[src/rtl/uart_rx_pkg.sv]
// -----------------------------------------------------------------------------
// uart_rx_pkg
//   Shared definitions for the UART receiver:
//     UART_CLKS_PER_BIT : default clk cycles per serial bit (50 MHz / 115200)
//     UART_DATA_BITS    : data bits per frame (LSB first)
//     rx_state_t        : receiver FSM state encoding (3 bits)
//     maj3()            : 2-of-3 majority vote used for bit sampling
// -----------------------------------------------------------------------------
package uart_rx_pkg;

    localparam int UART_CLKS_PER_BIT = 434;
    localparam int UART_DATA_BITS    = 8;

    typedef enum logic [2:0] {
        RX_IDLE      = 3'd0,
        RX_START     = 3'd1,
        RX_DATA      = 3'd2,
        RX_STOP      = 3'd3,
        RX_WAIT_IDLE = 3'd4
    } rx_state_t;

    function automatic logic maj3(input logic a, input logic b, input logic c);
        return (a & b) | (a & c) | (b & c);
    endfunction

endpackage

[src/rtl/uart_rx_if.sv]
// -----------------------------------------------------------------------------
// uart_rx_if
//   Receiver-to-arbiter handshake bundle.
//     rxAck    : arbiter grant; consumes the held byte when readyRx=1
//     readyRx  : an unconsumed byte is held on rxData
//     rxData   : received byte, stable while readyRx=1
//     frameErr : one-cycle pulse, stop bit sampled 0
//     overrun  : one-cycle pulse, frame completed while a byte was still held
//   Modports:
//     slave  - the receiver (drives data/flags, reads rxAck)
//     master - the arbiter  (reads data/flags, drives rxAck)
// -----------------------------------------------------------------------------
interface uart_rx_if
    import uart_rx_pkg::*;
#(
    parameter int DATA_BITS = UART_DATA_BITS
) ();

    logic                 rxAck;
    logic                 readyRx;
    logic [DATA_BITS-1:0] rxData;
    logic                 frameErr;
    logic                 overrun;

    modport slave (
        input  rxAck,
        output readyRx,
        output rxData,
        output frameErr,
        output overrun
    );

    modport master (
        output rxAck,
        input  readyRx,
        input  rxData,
        input  frameErr,
        input  overrun
    );

endinterface

[src/rtl/uart_rx_sync_2ff.sv]
// -----------------------------------------------------------------------------
// uart_rx_sync_2ff
//   Two-flop synchronizer, one independent chain per bit.
//     clk   : destination clock
//     rst_n : asynchronous active-low reset; both flops load RESET_VAL
//     d     : asynchronous input
//     q     : synchronized output (2 clk latency)
// -----------------------------------------------------------------------------
module uart_rx_sync_2ff #(
    parameter int   WIDTH     = 1,
    parameter logic RESET_VAL = 1'b1
) (
    input  logic             clk,
    input  logic             rst_n,
    input  logic [WIDTH-1:0] d,
    output logic [WIDTH-1:0] q
);

    generate
        for (genvar gi = 0; gi < WIDTH; gi++) begin : g_bit
            logic meta_reg;
            logic sync_reg;

            always_ff @(posedge clk or negedge rst_n) begin
                if (!rst_n) begin
                    meta_reg <= RESET_VAL;
                    sync_reg <= RESET_VAL;
                end else begin
                    meta_reg <= d[gi];
                    sync_reg <= meta_reg;
                end
            end

            assign q[gi] = sync_reg;
        end
    endgenerate

endmodule

[src/rtl/uart_rx.sv]
// -----------------------------------------------------------------------------
// uart_rx
//   8N1 UART receiver with a one-byte holding register and arbiter handshake.
//     clk     : system clock
//     reset_n : asynchronous active-low reset (release is synchronized here)
//     rx      : serial line, idle high, asynchronous to clk
//     bus     : uart_rx_if.slave (rxAck in; readyRx, rxData, frameErr,
//               overrun out)
//   Each bit is sampled at MID-1, MID and MID+1 of its bit period and the
//   majority value is used. A received byte is held with readyRx until the
//   arbiter acks it.
// -----------------------------------------------------------------------------
module uart_rx
    import uart_rx_pkg::*;
#(
    parameter int CLKS_PER_BIT = UART_CLKS_PER_BIT,
    parameter int DATA_BITS    = UART_DATA_BITS
) (
    input  logic      clk,
    input  logic      reset_n,
    input  logic      rx,
    uart_rx_if.slave  bus
);

    localparam int CNT_W = $clog2(CLKS_PER_BIT);
    localparam int IDX_W = (DATA_BITS > 1) ? $clog2(DATA_BITS) : 1;
    localparam int MID   = CLKS_PER_BIT / 2;

    localparam logic [CNT_W-1:0] CNT_SMP0 = CNT_W'(MID - 1);
    localparam logic [CNT_W-1:0] CNT_SMP1 = CNT_W'(MID);
    localparam logic [CNT_W-1:0] CNT_EVAL = CNT_W'(MID + 1);
    localparam logic [CNT_W-1:0] CNT_LAST = CNT_W'(CLKS_PER_BIT - 1);
    localparam logic [IDX_W-1:0] IDX_LAST = IDX_W'(DATA_BITS - 1);

    // Reset: asserts asynchronously, releases two clocks after reset_n rises.
    logic rst_n_sync;

    uart_rx_sync_2ff #(
        .WIDTH     (1),
        .RESET_VAL (1'b0)
    ) u_rst_sync (
        .clk   (clk),
        .rst_n (reset_n),
        .d     (1'b1),
        .q     (rst_n_sync)
    );

    // Serial input synchronizer, preset to the idle (high) level.
    logic rxs;

    uart_rx_sync_2ff #(
        .WIDTH     (1),
        .RESET_VAL (1'b1)
    ) u_rx_sync (
        .clk   (clk),
        .rst_n (rst_n_sync),
        .d     (rx),
        .q     (rxs)
    );

    rx_state_t            state_reg;
    logic [CNT_W-1:0]     cnt_reg;
    logic [IDX_W-1:0]     bit_idx_reg;
    logic [1:0]           samp_reg;
    logic [DATA_BITS-1:0] shreg_reg;
    logic [DATA_BITS-1:0] data_reg;
    logic                 ready_reg;
    logic                 frame_err_reg;
    logic                 overrun_reg;

    // The third sample is the live rxs at CNT_EVAL, so the vote is available
    // in the same cycle it is used.
    logic bit_val;
    assign bit_val = maj3(samp_reg[0], samp_reg[1], rxs);

    always_ff @(posedge clk or negedge rst_n_sync) begin
        if (!rst_n_sync) begin
            state_reg     <= RX_IDLE;
            cnt_reg       <= '0;
            bit_idx_reg   <= '0;
            samp_reg      <= 2'b11;
            shreg_reg     <= '0;
            data_reg      <= '0;
            ready_reg     <= 1'b0;
            frame_err_reg <= 1'b0;
            overrun_reg   <= 1'b0;
        end else begin
            frame_err_reg <= 1'b0;
            overrun_reg   <= 1'b0;
            cnt_reg       <= cnt_reg + CNT_W'(1);

            // Consumption by the arbiter; a completing frame below may
            // re-assert readyRx on the same edge.
            if (ready_reg && bus.rxAck) begin
                ready_reg <= 1'b0;
            end

            if (cnt_reg == CNT_SMP0) begin
                samp_reg[0] <= rxs;
            end
            if (cnt_reg == CNT_SMP1) begin
                samp_reg[1] <= rxs;
            end

            case (state_reg)
                RX_IDLE: begin
                    cnt_reg <= '0;
                    if (!rxs) begin
                        state_reg <= RX_START;
                    end
                end

                RX_START: begin
                    if (cnt_reg == CNT_EVAL && bit_val) begin
                        // Line was back high mid-bit: treat as a glitch.
                        state_reg <= RX_IDLE;
                        cnt_reg   <= '0;
                    end else if (cnt_reg == CNT_LAST) begin
                        state_reg   <= RX_DATA;
                        cnt_reg     <= '0;
                        bit_idx_reg <= '0;
                    end
                end

                RX_DATA: begin
                    if (cnt_reg == CNT_EVAL) begin
                        shreg_reg[bit_idx_reg] <= bit_val;
                    end
                    if (cnt_reg == CNT_LAST) begin
                        cnt_reg <= '0;
                        if (bit_idx_reg == IDX_LAST) begin
                            state_reg <= RX_STOP;
                        end else begin
                            bit_idx_reg <= bit_idx_reg + IDX_W'(1);
                        end
                    end
                end

                RX_STOP: begin
                    // Decided mid-stop-bit so the next start edge can be
                    // caught during the second half of the stop bit.
                    if (cnt_reg == CNT_EVAL) begin
                        cnt_reg <= '0;
                        if (bit_val) begin
                            state_reg <= RX_IDLE;
                            // An ack in this very cycle frees the holding
                            // register, so the new byte loads without overrun.
                            if (!ready_reg || bus.rxAck) begin
                                data_reg  <= shreg_reg;
                                ready_reg <= 1'b1;
                            end else begin
                                overrun_reg <= 1'b1;
                            end
                        end else begin
                            frame_err_reg <= 1'b1;
                            state_reg     <= RX_WAIT_IDLE;
                        end
                    end
                end

                RX_WAIT_IDLE: begin
                    // A held-low line (break) must not be read as start bits.
                    cnt_reg <= '0;
                    if (rxs) begin
                        state_reg <= RX_IDLE;
                    end
                end

                default: begin
                    state_reg <= RX_IDLE;
                    cnt_reg   <= '0;
                end
            endcase
        end
    end

    assign bus.readyRx  = ready_reg;
    assign bus.rxData   = data_reg;
    assign bus.frameErr = frame_err_reg;
    assign bus.overrun  = overrun_reg;

endmodule

[src/flat_wrapper.sv]
// flat-port wrapper written by rule: the top's interface ports become plain ports
module uart_rx_flat import uart_rx_pkg::*;
#(
    parameter int CLKS_PER_BIT = UART_CLKS_PER_BIT,
    parameter int DATA_BITS    = UART_DATA_BITS
)
  (clk, reset_n, rx, bus_rxAck, bus_readyRx, bus_rxData, bus_frameErr, bus_overrun);
  uart_rx_if #(.DATA_BITS(DATA_BITS)) bus_i ();
  input  logic clk;
  input  logic reset_n;
  input  logic rx;
  input wire logic [$bits(bus_i.rxAck)-1:0] bus_rxAck;
  output wire logic [$bits(bus_i.readyRx)-1:0] bus_readyRx;
  output wire logic [$bits(bus_i.rxData)-1:0] bus_rxData;
  output wire logic [$bits(bus_i.frameErr)-1:0] bus_frameErr;
  output wire logic [$bits(bus_i.overrun)-1:0] bus_overrun;
  assign bus_i.rxAck = bus_rxAck;
  assign bus_readyRx = bus_i.readyRx;
  assign bus_rxData = bus_i.rxData;
  assign bus_frameErr = bus_i.frameErr;
  assign bus_overrun = bus_i.overrun;
  uart_rx #(.CLKS_PER_BIT(CLKS_PER_BIT), .DATA_BITS(DATA_BITS)) u_core (.clk(clk), .reset_n(reset_n), .rx(rx), .bus(bus_i));
endmodule
[config.mk]
export PLATFORM = sky130hd
export DESIGN_NAME = uart_rx_flat
export DESIGN_NICKNAME = d
export VERILOG_FILES = /design/src/rtl/uart_rx_pkg.sv /design/src/rtl/uart_rx_if.sv /design/src/rtl/uart_rx_sync_2ff.sv /design/src/rtl/uart_rx.sv /design/src/flat_wrapper.sv
export SDC_FILE = /design/constraint.sdc
export NUM_CORES = 1
export LEC_CHECK = 0
export CORE_UTILIZATION = 45
export CTS_BUF_LIST = sky130_fd_sc_hd__clkbuf_8
export CTS_CLUSTER_DIAMETER = 80
export CTS_CLUSTER_SIZE = 12
export DETAILED_ROUTE_END_ITERATION = 16
export GPL_ROUTABILITY_DRIVEN = 0
export PLACE_DENSITY = 0.63
export SLEW_MARGIN = 15
export SYNTH_ARGS = -nofsm -noshare
export SYNTH_HDL_FRONTEND = slang
export SYNTH_SLANG_ARGS = --single-unit
[constraint.sdc]
create_clock -name clk -period 1.4 [get_ports clk]
set_input_delay 0.28 -clock clk [delete_from_list [all_inputs] [get_ports clk]]
set_output_delay 0.28 -clock clk [all_outputs]
set_load 0.005 [all_outputs]
==> results.py <==
metrics = {
    "yosys": {
        "yosysMostFrequentCell": "dfrtp_1",
        "netlist_area_um2": 1870,
        "ys_ff_latch": 40,
        "yosys.area.top_type": "dfrtp_1",
        "synth_ff_type": "dfrtp_1",
        "seq_area_frac_synth": 0.537,
        "synthTopCellsByCount": "dfrtp_1, nand2_1, a21oi_1, mux2_1, mux2_2",
        "synthArstFlopShare": 1.00,
        "postSynthNetCount": 163,
        "ys_top_cells_by_area": "dfrtp_1, dfstp_2, mux2_1",
        "synth_top_area_frac": 0.481,
        "synth_edf_count": 0,
        "yosys_warnings": 0,
        "syn_avg_cell_area_um2": 12.2,
        "yosysUniqueCellTypes": 41,
        "synth_cells": 153,
    },
    "worst_setup_path": {
        "crit_type": "flop to flop",
        "crit_start": "u_core.cnt_reg[8]",
        "crit_required_ps": 1580,
        "critPathCaptureType": "flop",
        "crit_arrival_ps": 1910,
        "ff2ff_setup_slack_ps": -330,
        "startpoint_type": "flop",
        "cp_max_fo": 11,
        "timing.rr.start": "u_core.cnt_reg[8]",
    },
    "detailed_routing": {
        "drt_iter0_drc": 104,
        "drc_errors": 0,
        "vias": 1441,
        "totalWireLength_mm": 3.99,
        "dr.pass1.iters": 4,
        "viasPerCell": 5.34,
        "wl_per_cell_um": 14.8,
        "ant_nets": 0,
    },
    "power": {
        "p_switching_uw": 797,
        "combPwrFrac": 0.235,
        "p_leak_uw": 0.00134,
        "pwr-share-seq": 0.452,
        "ir_drop_uv": 781,
        "power.internal_uw": 2150,
        "clock_power_share": 0.313,
        "power.share.switching": 0.270,
        "power_uw": 2950,
        "power.density_nw_per_um2": 1100,
    },
    "global_routing": {
        "grt_max_degree": 39,
        "grt_pass1_vias": 1540,
        "antenna_found_initial": 0,
        "grt_overflow": 0,
        "grt_pass1_wl_mm": 6.79,
        "grtUsageTotal": 0.207,
    },
    "finish": {
        "syn_to_final_growth_pct": 43.4,
        "drive_above_1_share": 0.477,
        "postLayoutCoreUtil": 0.671,
        "final_cell_area_um2": 2690,
        "nets": 229,
        "insertedDiodeCount": 0,
        "largest_reg_flops": 9,
    },
    "clock_network": {
        "clkLatencyLatePin_ps": 290,
        "root_buffer": "clkbuf_8",
        "cts.sinks": 40,
        "cts_buffers": 5,
        "clk_pin_slew_ps": 80,
        "cts_tree": "done",
        "h-tree-depth": 2,
        "max-clock-path-buffers": 2,
    },
    "placed_design": {
        "io_buffers": 14,
        "postPlaceCellArea_um2": 2360,
        "dp_hpwl_mm": 2.61,
    },
    "floorplanning": {
        "ios": 15,
        "die_w_um": 66.5,
        "die_h_um": 66.5,
        "dieArea_um2": 4420,
        "row_count": 23,
        "start_util": 0.468,
        "core_area_um2": 4000,
    },
    "timing": {
        "finClkSkew_ps": 9.02,
        "setup_ws_ps": -331,
        "rsz0062_at_grt": "true",
        "holdWs_ps": 145,
        "fin_crit_ps": 1730,
        "fmax_mhz": 578,
        "timing.final.crit_share": 1.24,
        "slew_viol_final": 0,
        "setup_tns_ps": -9190,
        "setup_viol": 32,
        "hold_viol_final": 0,
    },
    "hold_path": {
        "hold_path_class": "input pin to async pin",
    },
    "status": {
        "violations": "negative setup slack",
        "run_status": "finished, violations left",
    },
    "flow_run": {
        "maxCapViolations": 0,
    },
}
## final timing paths
check,end,cells past startpoint
worst max-delay path,u_core.shreg_reg[6],4
worst min-delay path,u_core.u_rst_sync.q,1
worst max register to register,u_core.shreg_reg[6],4
worst min register to register,u_core.shreg_reg[2],1
max in group asynchronous,u_core.samp_reg[1],1
min in group clk,u_core.u_rx_sync.q,0
## per-stage QoR
stage	cells	worst slack, ps
6_report	270	-331
2_1_floorplan	153	-368
4_1_cts	268	-307
3_3_place_gp	250	-325
3_5_place_dp	250	-357
5_1_grt	270	-424
## worst max-delay path, cell delays in order (launching register included)
cell     delay (ps)
dfrtp_1         410
nor4b_4         360
and4_4          370
nand4_1         140
mux2_1          330
## repair_timing
| action | CTS | global route |
|---|---|---|
| endpoints found under the setup margin | 43 | 35 |
| setup buffers | 10 | 2 |
| gates cloned | 0 | 0 |
| resized for setup | 29 | 19 |
| hold buffers | 0 | 0 |
| pin swaps | 2 | 5 |
## placed cells by master (no fill, tap or decap), types with 5 or more instances in the layout
cell,n
a21oi_1,8
buf_4,46
clkbuf_8,5
dfrtp_1,33
dlygate4sd2_1,10
mux2_4,14
nand2_1,7
nand4_1,7
nor2_1,5
xor2_1,6
## area by class of cell
type | count | area [um^2]
Sequential cell | 40 | 1010
Fill cell | 309 | 1320
Clock buffer | 5 | 68.8
Multi-Input combinational cell | 106 | 977
Clock inverter | 3 | 38.8
Inverter | 2 | 7.51
Tap cell | 50 | 62.6
Timing Repair Buffer | 64 | 520
## cells by family (layout without fill, tap and decap cells)
| kind of cell | Yosys count | count (layout) | share of synthesized area |
|---|---|---|---|
| adders and majority gates | 7 | 7 | 0.0454 |
| AOI/OAI and AO/OA | 20 | 20 | 0.0715 |
| and+or+nand+nor | 53 | 53 | 0.183 |
| xor gates and xnor gates | 7 | 7 | 0.0327 |
| other | 1 | 1 | 0.00200 |
| muxes | 18 | 18 | 0.108 |
| DFF | 40 | 40 | 0.537 |
| buffers and inverters | 7 | 74 | 0.0200 |
## metal layers
| metal | vias up | GRT usage | share of wire |
|---|---|---|---|
| met5 | - | 0 | 0 |
| met4 | 0 | 0.101 | 0.015 |
| met3 | 8 | 0.0428 | 0.022 |
| met2 | 20 | 0.364 | 0.51 |
| met1 | 724 | 0.239 | 0.45 |
| li1 | 689 | - | - |
## power by group through the flow
stage	clock (uW)	sequential, uW	combinational, uW
6_report	922	1330	694
5_1_grt	979	1340	771
4_1_cts	935	1320	637
3_5_place_dp	0	1330	584
3_3_place_gp	0	1330	566
2_1_floorplan	0	1370	247
No activity file was read; power rests on OpenSTA's default activity.
